--- src/rtl/if_fetch_pkg.sv ---
// Shared widths, constants and types for the instruction-fetch stage.
package if_fetch_pkg;

  localparam int ADDR_W          = 32;
  localparam int INSTR_W         = 32;
  localparam int INSTR_BYTES_DEF = 4;
  localparam int DBG_CNT_W       = 8;

  localparam logic [INSTR_W-1:0] NOP_INSTR = '0;

  typedef enum logic [1:0] {
    S_BOOT  = 2'd0,
    S_RUN   = 2'd1,
    S_FLUSH = 2'd2
  } fetch_state_e;

  typedef struct packed {
    fetch_state_e           state;
    logic [DBG_CNT_W-1:0]   drop_cnt;
    logic [DBG_CNT_W-1:0]   outstanding;
    logic [DBG_CNT_W-1:0]   fifo_count;
  } fetch_dbg_t;

endpackage

--- src/rtl/if_fetch_if.sv ---
// Instruction-memory request/response bus between fetch (master) and imem (slave).
interface if_fetch_if;
  import if_fetch_pkg::*;

  // A request transfers on a cycle with req && gnt; an ungranted req may drop or change addr.
  // Each transfer returns exactly one rvalid beat later, in request order, with no backpressure.
  logic               req;
  logic [ADDR_W-1:0]  addr;
  logic               gnt;
  logic               rvalid;
  logic [INSTR_W-1:0] rdata;

  modport master (output req, addr, input gnt, rvalid, rdata);
  modport slave  (input req, addr, output gnt, rvalid, rdata);

endinterface

--- src/rtl/if_fetch_fifo.sv ---
// Small circular FIFO with synchronous clear, combinational head and legal push+pop when full.
module if_fetch_fifo #(
  parameter int DEPTH = 2,
  parameter int W     = 64
) (
  input  logic                       clk,
  input  logic                       rst,
  input  logic                       clear_i,
  input  logic                       push_i,
  input  logic [W-1:0]               push_data_i,
  input  logic                       pop_i,
  output logic [W-1:0]               head_o,
  output logic [$clog2(DEPTH+1)-1:0] count_o
);

  localparam int PTR_W = (DEPTH > 1) ? $clog2(DEPTH) : 1;
  localparam int CNT_W = $clog2(DEPTH+1);

  logic [W-1:0]     mem_q [DEPTH];
  logic [PTR_W-1:0] rd_q, wr_q;
  logic [CNT_W-1:0] cnt_q;
  logic             full, empty, do_push, do_pop;

  function automatic logic [PTR_W-1:0] ptr_inc(input logic [PTR_W-1:0] p);
    return (p == PTR_W'(DEPTH-1)) ? '0 : p + PTR_W'(1);
  endfunction

  assign full    = (cnt_q == CNT_W'(DEPTH));
  assign empty   = (cnt_q == '0);
  assign do_pop  = pop_i && !empty;
  assign do_push = push_i && (!full || do_pop);
  assign head_o  = mem_q[rd_q];
  assign count_o = cnt_q;

  always_ff @(posedge clk or posedge rst) begin
    if (rst) begin
      rd_q  <= '0;
      wr_q  <= '0;
      cnt_q <= '0;
    end else if (clear_i) begin
      rd_q  <= '0;
      wr_q  <= '0;
      cnt_q <= '0;
    end else begin
      if (do_push) wr_q <= ptr_inc(wr_q);
      if (do_pop)  rd_q <= ptr_inc(rd_q);
      cnt_q <= cnt_q + CNT_W'(do_push) - CNT_W'(do_pop);
    end
  end

  // Storage needs no reset: the count alone decides which entries are live.
  always_ff @(posedge clk) begin
    if (do_push && !clear_i) mem_q[wr_q] <= push_data_i;
  end

endmodule

--- src/rtl/if_fetch.sv ---
// Instruction-fetch stage: credit-limited imem requests, prefetch FIFO, stall handling and redirect flush.
module if_fetch
  import if_fetch_pkg::*;
#(
  parameter logic [ADDR_W-1:0] RESET_PC    = '0,
  parameter int                FIFO_DEPTH  = 2,
  parameter int                INSTR_BYTES = INSTR_BYTES_DEF
) (
  input  logic               clk,
  input  logic               reset,
  input  logic               stall,
  input  logic               i_redirect_en,
  input  logic [ADDR_W-1:0]  i_redirect_pc,
  if_fetch_if.master         imem,
  output logic               o_valid,
  output logic [ADDR_W-1:0]  o_pc,
  output logic [INSTR_W-1:0] o_instr,
  output fetch_dbg_t         o_dbg
);

  localparam int CNT_W = $clog2(FIFO_DEPTH+1);
  localparam int ENT_W = ADDR_W + INSTR_W;

  fetch_state_e      state_q, state_d;
  logic [ADDR_W-1:0] fetch_pc_q, fetch_pc_d;
  logic [CNT_W-1:0]  outstanding_q, outstanding_d;
  logic [CNT_W-1:0]  drop_cnt_q, drop_cnt_d;

  logic [CNT_W-1:0]  ofifo_count, pcq_count;
  logic [ENT_W-1:0]  ofifo_head;
  logic [ADDR_W-1:0] pcq_head;
  logic [CNT_W:0]    in_use;
  logic              rsp_live, rsp_drop, rsp_keep, grant, pop;

  // Responses with nothing outstanding are leftovers from before a reset and are ignored.
  assign rsp_live = imem.rvalid && (outstanding_q != '0);
  assign rsp_drop = rsp_live && (i_redirect_en || (drop_cnt_q != '0));
  assign rsp_keep = rsp_live && !rsp_drop;

  assign o_valid = (ofifo_count != '0);
  assign pop     = o_valid && !stall && !i_redirect_en;

  // An entry popped this cycle frees its slot at the same edge, so it returns credit immediately.
  assign in_use   = {1'b0, outstanding_q} + {1'b0, ofifo_count} - {{CNT_W{1'b0}}, pop};
  assign imem.req  = (state_q != S_BOOT) && !i_redirect_en && (in_use < (CNT_W+1)'(FIFO_DEPTH));
  assign imem.addr = fetch_pc_q;
  assign grant     = imem.req && imem.gnt;

  assign o_pc    = o_valid ? ofifo_head[ENT_W-1:INSTR_W] : '0;
  assign o_instr = o_valid ? ofifo_head[INSTR_W-1:0] : NOP_INSTR;

  always_comb begin
    state_d       = state_q;
    fetch_pc_d    = fetch_pc_q;
    drop_cnt_d    = drop_cnt_q;
    outstanding_d = outstanding_q + CNT_W'(grant) - CNT_W'(rsp_live);
    if (i_redirect_en) begin
      fetch_pc_d = i_redirect_pc;
      drop_cnt_d = outstanding_q - CNT_W'(rsp_live);
      state_d    = (drop_cnt_d != '0) ? S_FLUSH : S_RUN;
    end else begin
      if (grant)    fetch_pc_d = fetch_pc_q + ADDR_W'(INSTR_BYTES);
      if (rsp_drop) drop_cnt_d = drop_cnt_q - CNT_W'(1);
      case (state_q)
        S_BOOT:  state_d = S_RUN;
        S_FLUSH: if (drop_cnt_d == '0) state_d = S_RUN;
        default: state_d = state_q;
      endcase
    end
  end

  always_ff @(posedge clk or posedge reset) begin
    if (reset) begin
      state_q       <= S_BOOT;
      fetch_pc_q    <= RESET_PC;
      outstanding_q <= '0;
      drop_cnt_q    <= '0;
    end else begin
      state_q       <= state_d;
      fetch_pc_q    <= fetch_pc_d;
      outstanding_q <= outstanding_d;
      drop_cnt_q    <= drop_cnt_d;
    end
  end

  if_fetch_fifo #(.DEPTH(FIFO_DEPTH), .W(ENT_W)) u_out_fifo (
    .clk         (clk),
    .rst         (reset),
    .clear_i     (i_redirect_en),
    .push_i      (rsp_keep),
    .push_data_i ({pcq_head, imem.rdata}),
    .pop_i       (pop),
    .head_o      (ofifo_head),
    .count_o     (ofifo_count)
  );

  // PC of each live request, matched to its in-order response.
  if_fetch_fifo #(.DEPTH(FIFO_DEPTH), .W(ADDR_W)) u_pc_queue (
    .clk         (clk),
    .rst         (reset),
    .clear_i     (i_redirect_en),
    .push_i      (grant),
    .push_data_i (fetch_pc_q),
    .pop_i       (rsp_keep),
    .head_o      (pcq_head),
    .count_o     (pcq_count)
  );

  assign o_dbg.state       = state_q;
  assign o_dbg.drop_cnt    = DBG_CNT_W'(drop_cnt_q);
  assign o_dbg.outstanding = DBG_CNT_W'(outstanding_q);
  assign o_dbg.fifo_count  = DBG_CNT_W'(ofifo_count);

  a_no_overflow: assert property (@(posedge clk) disable iff (reset)
    !(rsp_keep && (ofifo_count == CNT_W'(FIFO_DEPTH)) && !pop));
  a_pc_tracked: assert property (@(posedge clk) disable iff (reset)
    rsp_keep |-> (pcq_count != '0));

endmodule
--- src/flat_wrapper.sv ---
// flat-port wrapper written by rule: the top's interface ports become plain ports
module if_fetch_flat import if_fetch_pkg::*;
#(
  parameter logic [ADDR_W-1:0] RESET_PC    = '0,
  parameter int                FIFO_DEPTH  = 2,
  parameter int                INSTR_BYTES = INSTR_BYTES_DEF
)
  (clk, reset, stall, i_redirect_en, i_redirect_pc, o_valid, o_pc, o_instr, o_dbg, imem_req, imem_addr, imem_gnt, imem_rvalid, imem_rdata);
  if_fetch_if imem_i ();
  input  logic clk;
  input  logic reset;
  input  logic stall;
  input  logic i_redirect_en;
  input  logic [ADDR_W-1:0] i_redirect_pc;
  output logic o_valid;
  output logic [ADDR_W-1:0] o_pc;
  output logic [INSTR_W-1:0] o_instr;
  output fetch_dbg_t o_dbg;
  output wire logic [$bits(imem_i.req)-1:0] imem_req;
  output wire logic [$bits(imem_i.addr)-1:0] imem_addr;
  input wire logic [$bits(imem_i.gnt)-1:0] imem_gnt;
  input wire logic [$bits(imem_i.rvalid)-1:0] imem_rvalid;
  input wire logic [$bits(imem_i.rdata)-1:0] imem_rdata;
  assign imem_req = imem_i.req;
  assign imem_addr = imem_i.addr;
  assign imem_i.gnt = imem_gnt;
  assign imem_i.rvalid = imem_rvalid;
  assign imem_i.rdata = imem_rdata;
  if_fetch #(.RESET_PC(RESET_PC), .FIFO_DEPTH(FIFO_DEPTH), .INSTR_BYTES(INSTR_BYTES)) u_core (.clk(clk), .reset(reset), .stall(stall), .i_redirect_en(i_redirect_en), .i_redirect_pc(i_redirect_pc), .imem(imem_i), .o_valid(o_valid), .o_pc(o_pc), .o_instr(o_instr), .o_dbg(o_dbg));
endmodule
--- config.mk ---
export PLATFORM = sky130hd
export DESIGN_NAME = if_fetch_flat
export DESIGN_NICKNAME = d
export VERILOG_FILES = /design/src/rtl/if_fetch_pkg.sv /design/src/rtl/if_fetch_if.sv /design/src/rtl/if_fetch_fifo.sv /design/src/rtl/if_fetch.sv /design/src/flat_wrapper.sv
export SDC_FILE = /design/constraint.sdc
export NUM_CORES = 1
export LEC_CHECK = 0
export ABC_AREA = 1
export BUFFER_PORTS_ARGS = -buffer_cell sky130_fd_sc_hd__buf_2
export CAP_MARGIN = 0
export CORE_ASPECT_RATIO = 0.6
export CORE_MARGIN = 3
export CORE_UTILIZATION = 35
export CTS_CLUSTER_SIZE = 30
export DETAILED_ROUTE_END_ITERATION = 10
export SKIP_LAST_GASP = 1
export SYNTH_ARGS = -nofsm -noshare
export SYNTH_HDL_FRONTEND = slang
export SYNTH_SLANG_ARGS = --single-unit
export TNS_END_PERCENT = 100
--- constraint.sdc ---
create_clock -name clk -period 5.8 [get_ports clk]
set_clock_uncertainty 0.1 [all_clocks]
set_input_delay 0.29 -clock clk [delete_from_list [all_inputs] [get_ports clk]]
set_output_delay 0.29 -clock clk [all_outputs]
set_load 0.03 [all_outputs]
; Yosys cells after proc, flatten, opt, wreduce, memory -nomap -nowiden
; Memory sizes are Yosys's and may differ from the RTL's.
; Index checks and enable logic that the tools add are counted.
[op_classes]
eq_ne = 4
magnitude_cmp = 1
muxes = 29
n_addsub = 15
reduce_logical = 40
[op_table]
columns = cell, count
row1 = two-way mux 32 bit, 4
row2 = "adder 32 x 3 -> 32 bit, second input constant", 1
row3 = nonzero test 2 bit, 10
row4 = two-way mux 1 bit, 16
row5 = two-way mux 2 bit, 8
row6 = logical AND 1 bit, 14
row7 = zero test 2 bit, 4
row8 = subtractor 2 x 1 -> 2 bit, 4
row9 = zero test 1 bit, 7
row10 = adder 2 x 1 -> 2 bit, 3
row11 = "== test 2 bit, second input constant", 3
row12 = "adder 1 bit, second input constant", 4
row13 = case mux 2 bit (2 select lines), 1
row14 = adder 2 x 2 -> 3 bit, 1
row15 = logical OR 1 bit, 3
row16 = "less-than comparator 3 x 2 -> 1 bit, second input constant", 1
row17 = "!= test 3 x 2 -> 1 bit, second input constant", 1
row18 = nonzero test 3 bit, 1
row19 = subtractor 3 x 1 -> 3 bit, 1
row20 = AND reduction 2 bit, 1
row21 = "subtractor 2 x 1 -> 2 bit, second input constant", 1
[word_totals]
output_inout_bits = 124
wordCells = 101
mem_bits_rw = 192
register_bits = 46
memories = 2
[mem_list]
columns = name, depth, word_bits, rd, rd_ports_with_merged_regs, wr, line_no
row1 = u_core.u_out_fifo.mem_q, 2, 64, 1, 0, 1, if_fetch_fifo.sv:19  ; logic [W-1:0] mem_q [DEPTH];
row2 = u_core.u_pc_queue.mem_q, 2, 32, 1, 0, 1, if_fetch_fifo.sv:19

; Longest topological paths before layout
; Gate-level depths: netlist of run 1.
[logic_depth]
depth_word = 11
depth_mapped = 20
mapped_depth_nobuf = 19

; Hierarchy
; Synthesis of run 1 repeated with hierarchy kept, for this count alone.
[unflattened]
hier_cells = 1129
hier_area_um2 = 11068.1
[modules_own_cells]
columns = module, instances, cells_per_inst, seq_area_each_um2, area_per_inst_um2
row1 = if_fetch_fifo at u_core.u_out_fifo, 1, 372, 3943.8, 4937.2
row2 = if_fetch, 1, 552, 950.9, 3490.8
row3 = if_fetch_fifo at u_core.u_pc_queue, 1, 205, 2021.9, 2640.0

; Least setup slack after synthesis of run 1
; Ideal clock, no wire load.
[synth_path]
kind = register -> register
from = reg u_core.u_out_fifo.cnt_q[1] (netlist: u_core.u_out_fifo.count_o[1])
to = mem u_core.u_pc_queue.mem_q[1][0] (netlist name) (enable)
period_less_slack_ps = 4556
path_stages_with_launch = 14
arrival_time_ps = 4035
setup_slack_ps = 1244
cell_sequence = dfrtp_1 nor2_1 nor2_1 nand2_1 inv_1 ha_1 or2_2 fa_1 nand3_2 nor2_4 nand2_4 clkinv_2 nand2_1 nor2_1
[synth_via]
elab_chain_len = 11
[synth_rtl]
columns = item, line_no
row1 = start: declaration, if_fetch_fifo.sv:21  ; logic [CNT_W-1:0] cnt_q;
row2 = start signal: assignment, if_fetch_fifo.sv:47  ; cnt_q <= cnt_q + CNT_W'(do_push) - CNT_W'(do_pop);
row3 = "parallel branches: the longest is 3 deep, another holds adder 2 x 2 -> 3 bit", -
row4 = subtractor 3 x 1 -> 3 bit *, if_fetch.sv:44  ; assign in_use = {1'b0, outstanding_q} + {1'b0, ofifo_count} - {{CNT_W{1'b0}}, pop};
row5 = less-than comparator 3 x 2 -> 1 bit *, if_fetch.sv:45  ; assign imem.req = (state_q != S_BOOT) && !i_redirect_en && (in_use < (CNT_W+1)'(FIFO_DEPTH));
row6 = logical AND 1 bit *, if_fetch.sv:45
row7 = net imem_req, flat_wrapper.sv:19  ; output wire logic [$bits(imem_i.req)-1:0] imem_req;
row8 = logical AND 1 bit *, if_fetch.sv:47  ; assign grant = imem.req && imem.gnt;
row9 = logical AND 1 bit *, if_fetch_fifo.sv:31  ; assign do_push = push_i && (!full || do_pop);
row10 = logical AND 1 bit *, if_fetch_fifo.sv:53  ; if (do_push && !clear_i) mem_q[wr_q] <= push_data_i;
row11 = two-way mux 1 bit *, if_fetch_fifo.sv:53
row12 = two-way mux 1 bit (implied by the code) *, if_fetch_fifo.sv:53
row13 = end: declaration, if_fetch_fifo.sv:19
; Mark *: on every way through the listed nets, which the timed path passes.

; Worst setup path after layout of run 1
[layout_path]
from = reg u_core.u_out_fifo.cnt_q[1] (netlist: u_core.u_out_fifo.count_o[1])
to = mem u_core.u_pc_queue.mem_q[1][9] (netlist name) (enable)
[layout_via]
elab_chain_len = 11
[layout_rtl]
columns = item, line_no
row1 = "parallel branches: the longest is 3 deep, another holds adder 2 x 2 -> 3 bit", -
row2 = subtractor 3 x 1 -> 3 bit *, if_fetch.sv:44
row3 = less-than comparator 3 x 2 -> 1 bit *, if_fetch.sv:45
row4 = logical AND 1 bit *, if_fetch.sv:45
row5 = logical AND 1 bit *, if_fetch.sv:47
row6 = logical AND 1 bit *, if_fetch_fifo.sv:31
row7 = logical AND 1 bit *, if_fetch_fifo.sv:53
row8 = two-way mux 1 bit *, if_fetch_fifo.sv:53
row9 = two-way mux 1 bit (implied by the code) *, if_fetch_fifo.sv:53
; Mark *: on every way between the ends.

==> results.md, run 1 <==
- Period Utilization, post-route: 73.80%
- Post-CTS Setup Inserts: 0
- Syn Std Cell Area: 0.01042 mm^2
- Setup TNS: 0 ns
- I/O Pins: 194
- Synthesized area per cell: 11.04 um^2
- Initial Utilization: 35.93%
- Largest net degree at the start of global routing: 66
- H-tree Lvls: 1
- Leading area contributor after synthesis: edfxtp_1
- Commonest cells in the netlist: 310 x nand2_1, 192 x edfxtp_1, 76 x nand3_1
- Worst-path clk slew: 0.07 ns
- Pleak: 0.005466 uW
- Final Hold Viols: 0
- Design Area, Final: 0.01312 mm^2
- Worst-Margin Slew: 1.023 ns
- Arrival time of the worst setup path: 4.32 ns
- Synth area leaders: edfxtp_1 55%, nand2_1 11%, dfrtp_1 11%, nand3_1 3.6%, mux2_2 3.5%
- R2R depth: 13
- Post-synthesis sequential area ratio: 66.36%
- Layout area overhead: 25.89%
- Wirelength per Cell: 16.73 um
- Core Rows: 48
- Total die area: 0.03195 mm^2
- Pwr Density: 448.3 mW/mm^2
- Hold path startpoint: i_redirect_pc[15]
- Die height: 139.7 um
- Max-slew violation count: 0
- First-pass GRT wire length: 41.08 mm
- RR Endpoint: u_core.u_pc_queue.mem_q[1][9]$_DFFE_PP_
- Drt drc: 0
- Rel. slew slack: 31.68%
- DR vias/cell: 4.620
- Yosys warns: 0
- Max-cap violations: 0
- Gr ovfl total: 0
- Root Buffer: clkbuf_16
- Num CTS Buffers: 24
- DR vias: 7,373
- Hold path depth: 5
- Endpoints failing setup: 0
- Crit. End Element: flip-flop
- Worst vdd ir: 0.0002251 V
- RSZ-0062 raised after global routing: false
- Longest Clk Path Bufs: 3
- Port Buffers: 175
- Run status: completed
- Most frequent cell after synthesis: nand2_1
- Main flop type after synthesis: edfxtp_1
- Cell Area, Placed: 0.01162 mm^2
- Final antenna diode count: 0
- Fraction of registers with async set/reset: 19.33%
- Post-route ant nets: 0
- Total global-route track usage: 16.38%
- Drt first pass iters: 5
- Min cycle time layout: 4.280 ns
- Top-area cell type share of the netlist area: 55.32%
- R2R setup slack: 1.52 ns
- Worst hold endpoint: u_core.imem.addr[15]$_DFFE_PP0P_
- CTS tree: built
- Worst r2r src: u_core.u_out_fifo.count_o[1]$_DFF_PP0_
- Max Clock Freq: 0.2336 GHz
- Routability Congestion: 0.8508
- #FFs+latches synth: 238
- Final #Nets: 1,258
- Worst-Skew Late Latency: 0.52 ns
- Die width: 228.8 um
- Post-DP HPWL: 17.12 mm
- Startpoint types: flip-flop
- Number of enable flip-flop cells after synthesis: 192
- WP data required: 5.84 ns
- Core Area: 0.02901 mm^2
- Initial antenna violation count: 0
- 1st-iter DRT viols: 526
- Total wire length: 26.71 mm
- Critical path type: reg -> reg
- Synth unique cells: 31
- Vias in the first global route: 7,024
- Fraction of layout cells with a size suffix above 1: 23.58%
- CP max FO: 32
- Post-Synthesis Cells: 944
- Clk sinks: 238
- Min-Delay Path Class: in -> reg
-- logic make-up after synthesis --
logic type | synth area share [%]
fa+ha+maj | 1.273
xor+xnor | 1.344
simple gates | 18.38
compound gates | 3.745
buf+inv | 5.402
mux | 3.457
other cells | 0.03598
flops | 66.36
-- power breakdown --
group / switching, uW / total, uW / internal (uW) / leakage, uW
Combinational: 1340 / 1840 / 499 / 0.00274
Sequential: 207 / 2330 / 2120 / 0.00230
Clock: 650 / 1710 / 1060 / 0.000422
Total: 2200 / 5880 / 3680 / 0.00547
-- repair_timing --
action,4_1_cts,5_1_grt
hold buffers,62,0
resized for setup,0,0
endpoints found under the hold margin,139,0
-- state kept, by name, indices dropped and copies added (netlist names) --
signal                     cells
u_core.u_pc_queue.count_o      2
u_core.u_out_fifo.wr_q         1
u_core.u_pc_queue.rd_q         1
u_core.u_pc_queue.wr_q         1
u_core.imem.addr              32
u_core.u_out_fifo.rd_q         1
u_core.u_out_fifo.count_o      2
u_core.outstanding_q           2
u_core.u_out_fifo.mem_q      128
u_core.u_pc_queue.mem_q       64
u_core.drop_cnt_q              2
u_core.state_q                 2
-- layout make-up --
cell class,count,area [um^2]
clock inverters,15,235.2
inverters,58,219.0
well taps,400,500.5
fillers,2692,15890
flip-flops and latches,238,6918
repair buffers,247,1572
multi-input cells,609,3037
clock buffers,29,640.6
-- placed cells by master (no fill, tap or decap), types with 3 or more instances in the layout --
cell type / n
a21oi_1: 65
buf_2: 175
buf_4: 10
bufinv_16: 6
clkbuf_1: 4
clkbuf_16: 25
clkinv_2: 4
conb_1: 18
dfrtp_1: 45
dlygate4sd3_1: 62
edfxtp_1: 192
ha_1: 9
inv_1: 53
inv_2: 4
mux2_2: 32
nand2_1: 310
nand3_1: 76
nand3b_1: 3
nor2_1: 44
nor2_2: 4
nor2_4: 9
o21ai_0: 7
o21bai_1: 4
xnor2_1: 6
xor2_1: 10
-- worst max-delay path by stage --
stage                                                 startpoint                                        to  slack (ns)
after floorplan           u_core.u_out_fifo.count_o[1]$_DFF_PP0_   u_core.u_pc_queue.mem_q[1][0]$_DFFE_PP_        1.24
after detailed placement  u_core.u_out_fifo.count_o[1]$_DFF_PP0_   u_core.u_pc_queue.mem_q[1][6]$_DFFE_PP_        1.49
after CTS                 u_core.u_out_fifo.count_o[1]$_DFF_PP0_   u_core.u_pc_queue.mem_q[1][7]$_DFFE_PP_        1.44
final                     u_core.u_out_fifo.count_o[1]$_DFF_PP0_   u_core.u_pc_queue.mem_q[1][9]$_DFFE_PP_        1.52
after global placement    u_core.u_out_fifo.count_o[1]$_DFF_PP0_  u_core.u_pc_queue.mem_q[1][10]$_DFFE_PP_        1.57
after global routing      u_core.u_out_fifo.count_o[1]$_DFF_PP0_   u_core.u_pc_queue.mem_q[1][3]$_DFFE_PP_        1.15
-- worst max-delay path: stages, from the launching register on --
cell and delay, ns:
dfrtp_1 0.46, nor2_4 0.06, nor2_1 0.17, nand2_1 0.11
inv_1 0.11, ha_1 0.23, or2_2 0.30, fa_1 0.50
nand3_2 0.10, nor2_4 0.15, nand2_4 0.18, clkinv_2 0.40
nand2_1 0.21, nor2_4 0.79
-- routing by layer --
metal / wire length, um / up-vias / GRT usage, %
met5: 0 / - / 0
met1: 12670 / 3517 / 23.80
li1: - / 3611 / -
met3: 1468 / 36 / 3.110
met4: 534 / 0 / 3.528
met2: 12030 / 209 / 25.67
-- per-stage QoR --
stage               power (uW)  cells  setup WS [ns]  hold slack (ns)  util, %
floorplan                 3592    961          1.244           0.2889        -
global placement          4169   1490          1.568           0.3797    40.08
detailed placement        4195   1490          1.488           0.3813    40.08
CTS                       5945   1596          1.440         0.001791    45.23
global route              6199   1596          1.150          0.03047    45.23
finish                    5882   1596          1.520          0.01578    45.23
(Power assumes the default switching activity.)
==> run 2, diff against run 1 <==
==> constraint.sdc (replaced) <==
create_clock -name clk -period 3.59 [get_ports clk]
set_clock_uncertainty 0.1 [all_clocks]
set_input_delay 0.1795 -clock clk [delete_from_list [all_inputs] [get_ports clk]]
set_output_delay 0.1795 -clock clk [all_outputs]
set_load 0.03 [all_outputs]
==> results.md, run 2 (synthesized netlist as in run 1, its figures left out) <==
- Clk pwr share: 26.6% (-2.4 points)
- Worst-Margin Slew: 0.8161 ns (-0.2072 ns)
- I/O Pins: 194 (unchanged)
- Post-Route Hold Slack: 0.03239 ns (+0.01661 ns)
- Port Buffers: 175 (unchanged)
- Most frequent cells in the layout: 310 x nand2_1, 192 x edfxtp_1, 175 x buf_2
- Pint: 5730 uW (+56%)
- Critical path type: reg -> reg
- Routability Congestion: 0.8499 (-0.11%)
- Min cycle time layout: 3.372 ns (-0.9078 ns)
- CP max FO: 10 (-69%)
- Die height: 139.7 um (unchanged)
- Arrival time of the worst setup path: 3.66 ns (-0.66 ns)
- Vias in the first global route: 7,075 (+0.73%)
- WP data required: 3.88 ns (-1.96 ns)
- Longest Clk Path Bufs: 3 (unchanged)
- Final #Nets: 1,270 (+0.95%)
- Max-cap violations: 0 (unchanged)
- Largest register by flop count: u_core.u_out_fifo.mem_q
- Clk sinks: 238 (unchanged)
- DR vias/cell: 4.570 (-1.1%)
- Initial antenna violation count: 0 (unchanged)
- Max-slew violation count: 0 (unchanged)
- Sequential share of power: 40.7% (+1.1 points)
- Final antenna diode count: 0 (unchanged)
- Rel. slew slack: 45.59% (+14 points)
- Post-DP HPWL: 17.32 mm (+1.2%)
- Final Hold Viols: 0 (unchanged)
- Core Area: 0.02901 mm^2 (unchanged)
- Switching pwr: 3542 uW (+61%)
- Largest net degree at the start of global routing: 66 (unchanged)
- Crit. End Element: flip-flop
- Worst vdd ir: 0.0003502 V (+56%)
- Num CTS Buffers: 24 (unchanged)
- Critical path's slowest cell: fa_1
- Run status: completed
- Drt first pass iters: 5 (unchanged)
- Endpoints failing setup: 0 (unchanged)
- Final setup margin: 0.2175 ns (-1.302 ns)
- Post-route ant nets: 0 (unchanged)
- Max reg flops: 128 (unchanged)
- Wirelength per Cell: 16.50 um (-1.4%)
- RSZ-0062 raised after global routing: false
- 1st-iter DRT viols: 509 (-3.2%)
- Post-layout util: 45.49% (+0.25 points)
- Drt drc: 0 (unchanged)
- Setup TNS: 0 ns (unchanged)
- DR vias: 7,349 (-0.33%)
- Pleak: 0.005475 uW (+0.16%)
- Startpoint types: flip-flop
- Die width: 228.8 um (unchanged)
- Initial Utilization: 35.93% (unchanged)
- Max Clock Freq: 0.2965 GHz (+27%)
- H-tree Lvls: 1 (unchanged)
- Total global-route track usage: 16.28% (-0.10 points)
- CP most frequent cell: ha_1
- Worst-path clk slew: 0.07 ns (about the same)
- Worst Setup Slack post-DPL: 0.1470 ns (-1.341 ns)
- Worst-Skew Late Latency: 0.52 ns (about the same)
- Min-Delay Path Class: in -> async
- Fraction of layout cells with a size suffix above 1: 23.92% (+0.35 points)
- Period Utilization, post-route: 93.94% (+20 points)
- Worst setup path start: u_core.u_out_fifo.count_o[1]$_DFF_PP0_
- Switching share of power: 38.20% (+0.80 points)
- Core Rows: 48 (unchanged)
- Most common cell after layout, fill and taps aside: nand2_1
- First-pass GRT wire length: 40.81 mm (-0.65%)
- Total die area: 0.03195 mm^2 (unchanged)
- Comb power frac: 32.7% (+1.4 points)
- Layout area overhead: 26.60%
- CTS tree: built
- Gr ovfl total: 0 (unchanged)
- Root Buffer: clkbuf_16
- Pwr Density: 702.7 mW/mm^2 (+57%)
- Total wire length: 26.53 mm (-0.69%)
- Crit path cell chain: nor2_4 > nor2_2 > nand2_1 > inv_1 > ha_1 > or2_2 > fa_1 > nand3_2 > nor2_4 > nand2_4 > clkinv_2 > nand2_1 > ha_1 > inv_1 > ha_1 > xor2_1 > nor2_1
- Worst r2r src: u_core.u_out_fifo.count_o[1]$_DFF_PP0_
- CP max stage delay: 0.50 ns (-0.29 ns)
## run 2: changes by cell type in the layout (fill, tap and decap cells not counted), sizes merged
cell,delta
buf,+6
dlygate4sd3,+6
bufinv,-4
clkbuf,+4
inv,-3
clkinv,+2
clkinvlp,+1
## run 2: worst max-delay path: cells and delay by family, from the launching register on
family	cells	cell delay [ns]
adders and majority gates	4	1.25
and+or+nand+nor	9	1.05
DFF	1	0.45
buffers and inverters	3	0.24
xor gates and xnor gates	1	0.18
## run 2: cell type report
class	instances	area (um^2)
Multi-Input combinational cell	609	3039
Timing Repair Buffer	259	1739
Fill cell	2687	15810
Inverter	58	222.7
Clock buffer	33	665.6
Tap cell	400	500.5
Clock inverter	11	107.6
Sequential cell	238	6920
## run 2: power groups by stage
stage | Combinational [uW] | Clock, uW | Sequential [uW]
6_report | 3030 | 2470 | 3770
5_1_grt | 3320 | 2650 | 3820
4_1_cts | 3060 | 2530 | 3780
3_5_place_dp | 2990 | 0 | 3840
3_3_place_gp | 2970 | 0 | 3830
2_1_floorplan | 1830 | 0 | 3980
## run 2: metal layers
metal	vias to the layer above	routed length, um	GRT usage, %
li1	3634	-	-
met3	40	1360	3.028
met1	3489	12820	23.80
met5	-	0	0
met4	0	531	3.231
met2	186	11820	25.53
## run 2: path summary, 6_finish.rpt
kind / slack (ns) / endpoint / cells after the start
worst max register to register: 0.22 / u_core.u_pc_queue.count_o[1]$_DFF_PP0_ / 17
worst max-delay path: 0.22 / u_core.u_pc_queue.count_o[1]$_DFF_PP0_ / 17
max in group asynchronous: 2.57 / u_core.u_out_fifo.rd_q$_DFFE_PP0P_ / 4
worst min-delay path: 0.03 / u_core.u_out_fifo.wr_q$_DFFE_PP0P_ / 3
min in group clk: 0.03 / u_core.imem.addr[18]$_DFFE_PP0P_ / 5
worst min register to register: 0.37 / u_core.u_pc_queue.rd_q$_DFFE_PP0P_ / 1
## run 2: through the flow
| step | total power [uW] | cell area, um^2 | std cells |
|---|---|---|---|
| after floorplan | 5811 | 10500 | 961 |
| after global placement | 6794 | 11720 | 1495 |
| after detailed placement | 6824 | 11720 | 1495 |
| after CTS | 9370 | 13170 | 1607 |
| after global routing | 9790 | 13200 | 1608 |
| final | 9272 | 13200 | 1608 |
## run 2: repair_timing
action | 4_1_cts | 5_1_grt
hold buffers | 68 | 0
buffers inserted | 0 | 1
hold endpoints to repair | 143 | 0
endpoints found under the setup margin | 0 | 21
gates resized for setup | 0 | 1
==> run 3, diff against run 2 <==
--- a/config.mk
+++ b/config.mk
@@ -5,7 +5,7 @@
 export SDC_FILE = /design/constraint.sdc
 export NUM_CORES = 1
 export LEC_CHECK = 0
-export ABC_AREA = 1
+export ABC_AREA = 0
 export BUFFER_PORTS_ARGS = -buffer_cell sky130_fd_sc_hd__buf_2
 export CAP_MARGIN = 0
 export CORE_ASPECT_RATIO = 0.6
==> results.md, run 3 <==
- Run status: completed
- First-pass GRT wire length: 35.18 mm (-14%)
- Max Clock Freq: 0.3056 GHz (+3.1%)
- Metal-1 WL: 11.61 mm (-9.4%)
- Max Used Layer: met4
- Pint: 5245 uW (-8.5%)
- Final #Nets: 1,003 (-21%)
- Largest family of logic cells by synthesized area: multiplexers
- Top-area cell type share of the netlist area: 58.40% (+3.1 points)
- Final antenna diode count: 0 (unchanged)
- DR vias/cell: 4.613 (+0.93%)
- CTS tree: built
- Number of enable flip-flop cells after synthesis: 192 (unchanged)
- Main flop type after synthesis: edfxtp_1
- Min cycle time layout: 3.272 ns (-0.1005 ns)
- Die height: 136.1 um (-2.6%)
- Post-Synthesis Cells: 675 (-28%)
- Clk sinks: 238 (unchanged)
- 1st-iter DRT viols: 342 (-33%)
- Clk pwr share: 27.4% (+0.8 points)
- Vias in the first global route: 5,951 (-16%)
- Synth Area in Adders: 1.343% (+0.071 points)
- Gr ovfl total: 0 (unchanged)
- Rel. slew slack: 40.66% (-4.9 points)
- Commonest cells in the netlist: 192 x edfxtp_1, 78 x nor2_1, 65 x mux2i_1
- Worst-Margin Slew: 0.8888 ns (+0.07270 ns)
- Period Utilization, post-route: 91.14% (-2.8 points)
- Largest register by flop count: u_core.u_out_fifo.mem_q
- Post-Route Hold Slack: 0.1517 ns (+0.1193 ns)
- XOR/XNOR Fraction of Synth Area: 3.536% (+2.2 points)
- Met3 wire len: 1.098 mm (-19%)
- Most common cell after layout, fill and taps aside: edfxtp_1
- Critical path type: reg -> reg
- Synthesized area per cell: 14.63 um^2 (+32%)
- Wirelength per Cell: 17.67 um (+7.1%)
- Die width: 222.8 um (-2.6%)
- Routability Congestion: 0.7607 (-10%)
- Core Area: 0.02705 mm^2 (-6.7%)
- Min-Delay Path Class: in -> reg
- Leading area contributor after synthesis: edfxtp_1
- Mux contribution to synthesized area: 10.58% (+7.1 points)
- Drt first pass iters: 4 (-1)
- Total die area: 0.03033 mm^2 (-5.1%)
- Worst vdd ir: 0.0004418 V (+26%)
- Layout fillers: 2,470 (-8.1%)
- Max reg flops: 128 (unchanged)
- Worst-path clk slew: 0.06 ns (about the same)
- Max-cap violations: 0 (unchanged)
- Drt drc: 0 (unchanged)
- Total wire length: 22.95 mm (-13%)
- H-tree Lvls: 1 (unchanged)
- Pleak: 0.004769 uW (-13%)
- Final setup margin: 0.3180 ns (+0.1005 ns)
- Root Buffer: clkbuf_16
- Core Rows: 46 (-4.2%)
- Comb power frac: 28.9% (-3.8 points)
- Initial Utilization: 36.50% (+0.57 points)
- Layout area overhead: 26.55% (about the same)
- Synth area leaders: edfxtp_1 58%, dfrtp_1 12%, mux2i_1 6.6%, mux2_2 4.0%, nor2_1 3.0%
- Yosys warns: 0 (unchanged)
- Total global-route track usage: 14.95% (-1.3 points)
- Fraction of layout cells with a size suffix above 1: 29.07% (+5.1 points)
- Sequential share of power: 43.7% (+3.0 points)
- Compound-gate portion of the synthesized area: 2.408% (-1.3 points)
- Longest Clk Path Bufs: 3 (unchanged)
- Post-synthesis sequential area ratio: 70.05% (+3.7 points)
- Switching share of power: 34.59% (-3.6 points)
- Initial antenna violation count: 0 (unchanged)
- Max-slew violation count: 0 (unchanged)
- RSZ-0062 raised after global routing: false
- Post-DP HPWL: 14.79 mm (-15%)
- Switching pwr: 2773 uW (-22%)
- Startpoint types: flip-flop
- I/O Pins: 194 (unchanged)
- Post-CTS Setup Inserts: 0 (unchanged)
- Crit. End Element: flip-flop
- CP max FO: 5 (-5)
- Num CTS Buffers: 23 (-4.2%)
- Port Buffers: 175 (unchanged)
- Syn Std Cell Area: 0.009873 mm^2 (-5.3%)
- Final Hold Viols: 0 (unchanged)
- Most frequent cells in the layout: 192 x edfxtp_1, 175 x buf_2, 75 x nor2_1
- Synth Area in Simple Gates: 8.567% (-9.8 points)
- Worst Setup Slack post-DPL: 0.2365 ns (+0.08952 ns)
- #FFs+latches synth: 238 (unchanged)
- Largest net degree at the start of global routing: 79 (+20%)
- Most frequent cell after synthesis: edfxtp_1
- DR WL met2: 9.887 mm (-16%)
- Arrival time of the worst setup path: 3.55 ns (-0.11 ns)
- WP data required: 3.87 ns (about the same)
- Endpoints failing setup: 0 (unchanged)
- Worst-Skew Late Latency: 0.52 ns (about the same)
- Post-route ant nets: 0 (unchanged)
- Synth unique cells: 36 (+16%)
- Pwr Density: 641.7 mW/mm^2 (-8.7%)
- DR vias: 5,992 (-18%)
- Fraction of registers with async set/reset: 19.33% (unchanged)
[run 3: cell types whose count changed in the layout (fill, tap and decap cells not counted), moves of 19 or more]
cell	change
inv_1	-40
a21oi_1	-61
nor2_1	+32
o21ai_1	+19
nand2_1	-269
mux2i_1	+65
nand3_1	-65
[run 3: critical path, stage by stage, from the launching register on]
cell,delay (ns)
dfrtp_1,0.47
nor2_4,0.05
nor3_1,0.21
ha_1,0.27
nand2b_1,0.15
fa_1,0.52
o211ai_2,0.20
nor3_2,0.24
o21ai_2,0.18
ha_1,0.31
inv_1,0.04
ha_1,0.25
nor2b_1,0.12
[run 3: logic make-up after synthesis]
family	count (synthesis)
flops	238
simple gates	180
mux	100
buf+inv	63
compound gates	44
xor+xnor	39
fa+ha+maj	10
other cells	1
[run 3: final timing paths]
| path | startpoint | endpoint | slack (ns) | cells past startpoint |
|---|---|---|---|---|
| worst min register to register | u_core.imem.addr[21]$_DFFE_PP0P_ | u_core.u_pc_queue.mem_q[0][21]$_DFFE_PP_ | 0.45 | 0 |
| worst max-delay path | u_core.u_out_fifo.count_o[0]$_DFF_PP0_ | u_core.u_pc_queue.count_o[0]$_DFF_PP0_ | 0.32 | 12 |
| min in group asynchronous | reset | u_core.imem.addr[10]$_DFFE_PP0P_ | 0.31 | 3 |
| max in group asynchronous | reset | u_core.imem.addr[0]$_DFFE_PP0P_ | 2.34 | 4 |
| worst min-delay path | imem_rvalid | u_core.state_q[0]$_DFFE_PP0P_ | 0.15 | 5 |
| worst max register to register | u_core.u_out_fifo.count_o[0]$_DFF_PP0_ | u_core.u_pc_queue.count_o[0]$_DFF_PP0_ | 0.32 | 12 |
[run 3: per-layer routing]
layer | up-vias | GRT usage (%)
met5 | - | 0
met4 | 0 | 2.646
met3 | 32 | 3.366
met2 | 129 | 22.08
met1 | 2931 | 22.79
li1 | 2900 | -
[run 3: area by class of cell]
type,count,area (um^2),share of cell area [%]
Tap cell,360,450.4,3.605
Inverter,13,48.80,0.3905
Multi-Input combinational cell,391,2719,21.76
Sequential cell,238,6922,55.40
Clock inverter,12,60.06,0.4807
Clock buffer,29,608.1,4.867
Timing Repair Buffer,256,1687,13.50
[run 3: power by group through the flow]
stage	sequential, uW	combinational [uW]	clock (uW)
floorplan	3640	1490	0
global placement	3560	2280	0
detailed placement	3560	2300	0
CTS	3500	2360	2270
global route	3530	2530	2380
finish	3500	2320	2190
[run 3: metrics by stage]
stage | utilization [%] | instances | instance area, um^2 | setup TNS [ns] | power, uW
2_1_floorplan | - | 692 | 9953 | -11.46 | 5126
3_3_place_gp | 41.26 | 1192 | 11160 | 0 | 5838
3_5_place_dp | 41.26 | 1192 | 11160 | 0 | 5857
4_1_cts | 46.17 | 1299 | 12490 | 0 | 8132
5_1_grt | 46.19 | 1299 | 12490 | 0 | 8440
6_report | 46.19 | 1299 | 12490 | 0 | 8018
[run 3: repair_timing]
action / in CTS / in global routing
setup endpoints to repair: 0 / 1
resized for setup: 0 / 1
endpoints found under the hold margin: 134 / 0
hold buffers: 66 / 0
